File: config.mk
export PLATFORM = sky130hd
export DESIGN_NAME = bcd_to_bin
export DESIGN_NICKNAME = d
export VERILOG_FILES = /design/src/rtl/bcd_to_bin.sv
export SDC_FILE = /design/constraint.sdc
export NUM_CORES = 1
export LEC_CHECK = 0
export ABC_AREA = 1
export CAP_MARGIN = 20
export CORE_MARGIN = 1.5
export CORE_UTILIZATION = 50
export DETAILED_ROUTE_END_ITERATION = 8
export HOLD_SLACK_MARGIN = 0.03
export MAX_ROUTING_LAYER = met4
export PLACE_DENSITY = 0.72
export SLEW_MARGIN = 20
export SYNTH_ARGS = -nofsm -noshare
export SYNTH_HDL_FRONTEND = slang
export SYNTH_SLANG_ARGS = --single-unit
export TNS_END_PERCENT = 30
File: constraint.sdc
create_clock -name clk -period 2.6 [get_ports clk]
set_input_delay 0.78 -clock clk [delete_from_list [all_inputs] [get_ports clk]]
set_output_delay 0.78 -clock clk [all_outputs]
set_load 0.1 [all_outputs]
File: src/rtl/bcd_to_bin.sv
// Serial packed-BCD to binary converter, one digit per clock, MS digit first; result DIGITS clocks after accept.
// Valid/ready on both sides: a held result stalls the block (in_ready=0) until the consumer takes it.
module bcd_to_bin #(
  parameter int DIGITS  = 2,
  parameter int OUT_W   = 7,
  parameter int MAX_VAL = 59
) (
  input  logic                  clk,
  input  logic                  rst_n,
  input  logic                  in_valid,
  input  logic [4*DIGITS-1:0]   bcd_in,
  output logic                  in_ready,
  output logic                  out_valid,
  input  logic                  out_ready,
  output logic [OUT_W-1:0]      bin_out,
  output logic                  err_digit,
  output logic                  err_range
);

  // Headroom for nibbles 10..15: worst case stays below 2*10^DIGITS.
  localparam int ACC_W = $clog2(16 * (10 ** DIGITS));
  localparam int IDX_W = (DIGITS > 1) ? $clog2(DIGITS) : 1;
  localparam logic [ACC_W-1:0] TEN     = ACC_W'(10);
  localparam logic [ACC_W-1:0] MAX_ACC = ACC_W'(MAX_VAL);

  typedef enum logic [1:0] {IDLE, CONV, HOLD} state_t;

  state_t              state_q;
  logic [4*DIGITS-1:0] bcd_q;
  logic [ACC_W-1:0]    acc_q, acc_d;
  logic [IDX_W-1:0]    idx_q;
  logic                derr_q, derr_d;
  logic                in_ready_q, out_valid_q;
  logic [OUT_W-1:0]    bin_out_q;
  logic                err_digit_q, err_range_q;
  logic [3:0]          nib;

  always_comb begin
    nib    = bcd_q[4*idx_q +: 4];
    acc_d  = acc_q * TEN + {{(ACC_W-4){1'b0}}, nib};
    derr_d = derr_q | (nib > 4'd9);
  end

  always_ff @(posedge clk or negedge rst_n) begin
    if (!rst_n) begin
      state_q     <= IDLE;
      bcd_q       <= '0;
      acc_q       <= '0;
      idx_q       <= '0;
      derr_q      <= 1'b0;
      in_ready_q  <= 1'b1;
      out_valid_q <= 1'b0;
      bin_out_q   <= '0;
      err_digit_q <= 1'b0;
      err_range_q <= 1'b0;
    end else begin
      case (state_q)
        IDLE: begin
          if (in_valid) begin
            bcd_q      <= bcd_in;
            acc_q      <= '0;
            idx_q      <= IDX_W'(DIGITS - 1);
            derr_q     <= 1'b0;
            in_ready_q <= 1'b0;
            state_q    <= CONV;
          end
        end
        CONV: begin
          acc_q  <= acc_d;
          derr_q <= derr_d;
          idx_q  <= idx_q - IDX_W'(1);
          if (idx_q == '0) begin
            state_q     <= HOLD;
            out_valid_q <= 1'b1;
            if (derr_d) begin
              bin_out_q   <= '0;
              err_digit_q <= 1'b1;
              err_range_q <= 1'b0;
            end else begin
              bin_out_q   <= acc_d[OUT_W-1:0];
              err_digit_q <= 1'b0;
              err_range_q <= (acc_d > MAX_ACC);
            end
          end
        end
        HOLD: begin
          // in_ready only returns on the edge after consumption, so no same-cycle accept.
          if (out_ready) begin
            state_q     <= IDLE;
            out_valid_q <= 1'b0;
            in_ready_q  <= 1'b1;
          end
        end
        default: begin
          state_q     <= IDLE;
          out_valid_q <= 1'b0;
          in_ready_q  <= 1'b1;
        end
      endcase
    end
  end

  assign in_ready  = in_ready_q;
  assign out_valid = out_valid_q;
  assign bin_out   = bin_out_q;
  assign err_digit = err_digit_q;
  assign err_range = err_range_q;

endmodule
Word-level counts from Yosys, hierarchy flattened
Cells that the tools add are included.

storage, ports and cells
  bits in registers = 34
  latch bits = 0
  RAM bits = 0
  ROM bits = 0
  input port bits = 12
  memories = 0

cells by class
  add/sub/neg operators = 2
  multiply operators = 1
  div/mod/pow operators = 0
  $lt $le $gt $ge = 2
  equal/unequal tests = 5
  shift operators = 1
  multiplexer cells = 18
  bitwise gates (word level) = 4
  reductions and logical operators = 8

operators by type and width
  cell                                                             count
  case mux 11 bit (2 select lines)                                 1
  adder 11 x 4 -> 11 bit                                           1
  greater-than comparator 11 x 6 -> 1 bit (second input constant)  1
  multiplier 11 x 3 -> 10 bit (second input constant)              1
  two-way mux 11 bit                                               1
  AND reduction 3 bit                                              3
  variable part select 8 x 4 -> 4 bit                              1
  two-way mux 1 bit                                                7
  two-way mux 7 bit                                                1
  two-way mux 2 bit                                                3
  inequality test 2 bit (second input constant)                    3
  case mux 1 bit (3 select lines)                                  2
  case mux 2 bit (3 select lines)                                  1
  AND reduction 2 bit                                              3
  greater-than comparator 4 bit (second input constant)            1
  case mux 1 bit (2 select lines)                                  2
  inverter 1 bit                                                   3
  equality test 2 x 1 -> 1 bit (second input constant)             1
  equality test 2 bit (second input constant)                      1
  zero test 2 bit                                                  1
  nonzero test 2 bit                                               1
  OR 1 bit                                                         1
  subtractor 1 bit (second input constant)                         1

Logic depth before layout (Yosys ltp)
  depth after elaboration = 4
  gate-level depth with buffers = 18
  mapped depth without buffers = 18

Least setup slack after synthesis
Ideal clock, no wire load.

  kind = reg2reg
  from = register acc_q[1]
  to = register err_range_q (netlist: err_range)
  library setup time = 0.120 ns
  arrival = 2.249 ns
  required time = 2.480 ns
  setup slack = 0.231 ns
  cell stages (with the launch flop) = 17
  period minus slack after synthesis = 2.369 ns
  cell sequence = dfrtp_1 > ha_1 > ha_1 > inv_1 > fa_1 > nor2_2 > nand2_1 > nor2_2 > nand2_1 > nor2_1 > nand2_1 > nand2_2 > inv_1 > nor2_1 > nand2_1 > nand2_1 > nand2_1

between the ends
  word-level cells in the longest chain between the ends = 4

RTL lines
  element                                  line  source
  from (decl)                              30    logic [ACC_W-1:0] acc_q, acc_d;
  from (signal assigned)                   48    acc_q <= '0;
  from (signal assigned)                   61    acc_q <= '0;
  from (signal assigned)                   69    acc_q <= acc_d;
  multiplier 11 x 3 -> 10 bit              40    acc_d = acc_q * TEN + {{(ACC_W-4){1'b0}}, nib};
  adder 11 x 4 -> 11 bit                   40
  greater-than comparator 11 x 6 -> 1 bit  82    err_range_q <= (acc_d > MAX_ACC);
  two-way mux 1 bit                        75    if (derr_d) begin
  to (signal assigned)                     82
  to (decl)                                35    logic err_digit_q, err_range_q;

No other way between the ends.
A chain may end at the register's enable or synchronous reset.

Worst setup path in the final report
Ends and elaborated chain as after synthesis.

==> impl_metrics.toml <==
[floorplanning]
core-area_mm2 = 0.00377
fp-row-count = 22
io-pin-count = 23
die_y_um = 66.4
dieArea_mm2 = 0.00441
start_util = 0.534
die_x_um = 66.4

[timing]
grt_setup_unrepaired = "no"
setup_viol = 0
fin_skew_ps = 6.01
fin_crit_sh = 0.896
period_needed_ps = 2330
worstMarginPinSlew_ps = 776
hold_violations = 0
hold_slack_ps = 466
tns_ps = 0
relSlewSlack = 0.481
fmax_mhz = 429
maxSlewViolCount = 0

[critical_path]
crit_chain = "ha_4, ha_4, inv_2, fa_2, inv_1, nand3_1, nand3b_1, nand2_2, inv_1, nand2_1, nand2_2, nand2_1, nor2_1, nand2_1, nand2_1, nand2_1"
path_buf_inv = 3
critPathMaxStageDelay_ps = 450
cpMostUsedCell = "nand2_1"
required_ps = 2770
worstSetupPathType = "register to register"
crit_start = "acc_q[1]"
cp_max_fo = 4
start_kind = "register"
cp.depth = 16
critical-path-slowest-cell = "dfrtp_2"
cp-endpoint = "err_range"
r2r_slack_ps = 270
setup.worst_path.end_class = "register"
ff2ff_path_depth = 16
path_delay_family = "adder cells"
reg2reg_to = "err_range"
timing.critical_path.arrival_ps = 2500
r2r_start = "acc_q[1]"

[place]
place_inst = 333
place_area_mm2 = 0.00227
dp_hpwl_um = 3170
gp_congestion = 0.867
io_buffers = 22

[clocking]
h-tree-depth = 2
clock_latency_ps = 280
cts_buffers = 5
tritoncts = "built"
clk_pin_slew_ps = 70
cts_buffer_depth = 2
cts.sinks = 33
root_buffer = "clkbuf_8"
ctsHoldBuffers = 0

[run_status]
status = "complete, no violations"

[run]
cap_violations = 0

[drt]
drtIter0Drc = 125
vias_per_cell = 5.03
via_count = 1715
drc = 0
ant_nets = 0
post_drt_wl_per_cell_um = 12.4
finalWirelength_um = 4230
first_pass_iters = 4

[layout]
fin_area_mm2 = 0.00242
drive_above_1_share = 0.150
antenna_cells = 0
syn_to_final_growth_pct = 20.4
stdcell_count = 341
finalNetCount = 322

[logic_synthesis]
postSynthAreaPerCell_um2 = 7.65
synth.top_cell.area_share = 0.398
seq_area_frac_synth = 0.411
async_flop_share = 1.00
synth_nets = 293
synthCells = 263
ys_seq_elements = 33
ys.flop_type = "dfrtp_1"
synth_area_leader_cell = "dfrtp_1"
synth_cell_types = 28
yosys-top-cells-area = "dfrtp_1 (40%), nand2_1 (20%), ha_1 (10%), inv_1 (5.4%), nand3_1 (3.7%)"
syn_area_mm2 = 0.00201
yosys_warnings = 0
synth_edf_count = 0

[hold_path]
hp-class = "register to register"
min_delay_path_depth = 2

[grt]
grt_overflow = 0
grt_max_degree = 34
antenna_found_initial = 0
grt_pass1_vias = 1638
grt_pass1_wl_um = 7310
grtUsageTotal = 0.225
[synth_stat cells (2+ instances only)]
master and count:
a21oi_1 5, dfrtp_1 32, fa_1 2, ha_1 16, inv_1 29, inv_2 3, nand2_1 105, nand2_2 2
nand3_1 15, nor2_1 12, nor2_2 3, o21ai_0 12, o21ai_1 8, xnor2_1 3, xor2_1 3
[cell type report]
cell class | count | area, um^2
Clock buffer | 6 | 72.6
Clock inverter | 2 | 10.0
Fill cell | 340 | 1350
Inverter | 32 | 120
Multi-Input combinational cell | 195 | 1120
Sequential cell | 33 | 828
Tap cell | 48 | 60.1
Timing Repair Buffer | 25 | 215
[how the worst min path moves through the flow]
| stage | from | end | slack (ps) |
|---|---|---|---|
| floorplan | state_q[0] | state_q[1] | 450 |
| global placement | in_ready | in_ready | 460 |
| detailed placement | in_ready | in_ready | 460 |
| CTS | in_ready | in_ready | 470 |
| global route | in_ready | in_ready | 500 |
| finish | in_ready | in_ready | 470 |
[registers in the layout (all words and copies together) (netlist names)]
name,flops
acc_q,10
bcd_q,8
bin_out,7
derr_q,1
err_digit,1
err_range,1
idx_q,1
in_ready,1
out_valid,1
state_q,2
[through the flow]
step           utilization  setup WS, ps
3_3_place_gp         0.601           149
5_1_grt              0.642          65.0
6_report             0.642           270
3_5_place_dp         0.601          85.2
4_1_cts              0.623          80.3
2_1_floorplan            -           231
[worst register-to-register path: cells and delay by family (launching register included)]
family | cells | cell delay, ps
adder cells (fa/ha/maj) | 3 | 820
flip-flops | 1 | 450
buffers and inverters | 3 | 210
AND/OR/NAND/NOR | 10 | 750
[cells by family (layout without fill, tap and decap cells)]
group / after synthesis / count (layout) / share of synthesized area
flops: 33 / 33 / 0.411
compound gates: 30 / 30 / 0.0809
buf+inv: 35 / 65 / 0.0696
xor+xnor: 6 / 6 / 0.0261
fa+ha+maj: 18 / 18 / 0.119
simple gates: 141 / 141 / 0.293
[placed cells by master (no fill, tap or decap), types with 2 or more instances in the layout]
master / Yosys / layout
a21oi_1: 5 / 5
buf_4: 0 / 14
clkbuf_8: 0 / 5
clkdlybuf4s50_1: 0 / 11
clkinv_2: 0 / 2
dfrtp_1: 32 / 31
ha_1: 16 / 14
ha_4: 0 / 2
inv_1: 29 / 27
inv_2: 3 / 5
nand2_1: 105 / 101
nand2_2: 2 / 6
nand3_1: 15 / 14
nand3_2: 1 / 2
nor2_1: 12 / 12
nor2_4: 0 / 2
o21ai_0: 12 / 12
o21ai_1: 8 / 8
xnor2_1: 3 / 2
xor2_1: 3 / 3
[metal layers]
layer	GRT usage	share of wire	vias to the layer above
li1	-	-	893
met3	0.0613	0.040	2
met2	0.348	0.46	34
met4	0.0230	0.0038	0
met5	-	0	-
met1	0.309	0.49	786
[what timing repair did]
item                                    4_1_cts  5_1_grt
buffers inserted                              0        0
gates resized for setup                       0       16
endpoints found under the setup margin        0        1
endpoints found under the hold margin         0        0
Power is left out: the tool's default activity adds up to more than one toggle a clock period on the data nets, which glitch-free logic cannot reach.
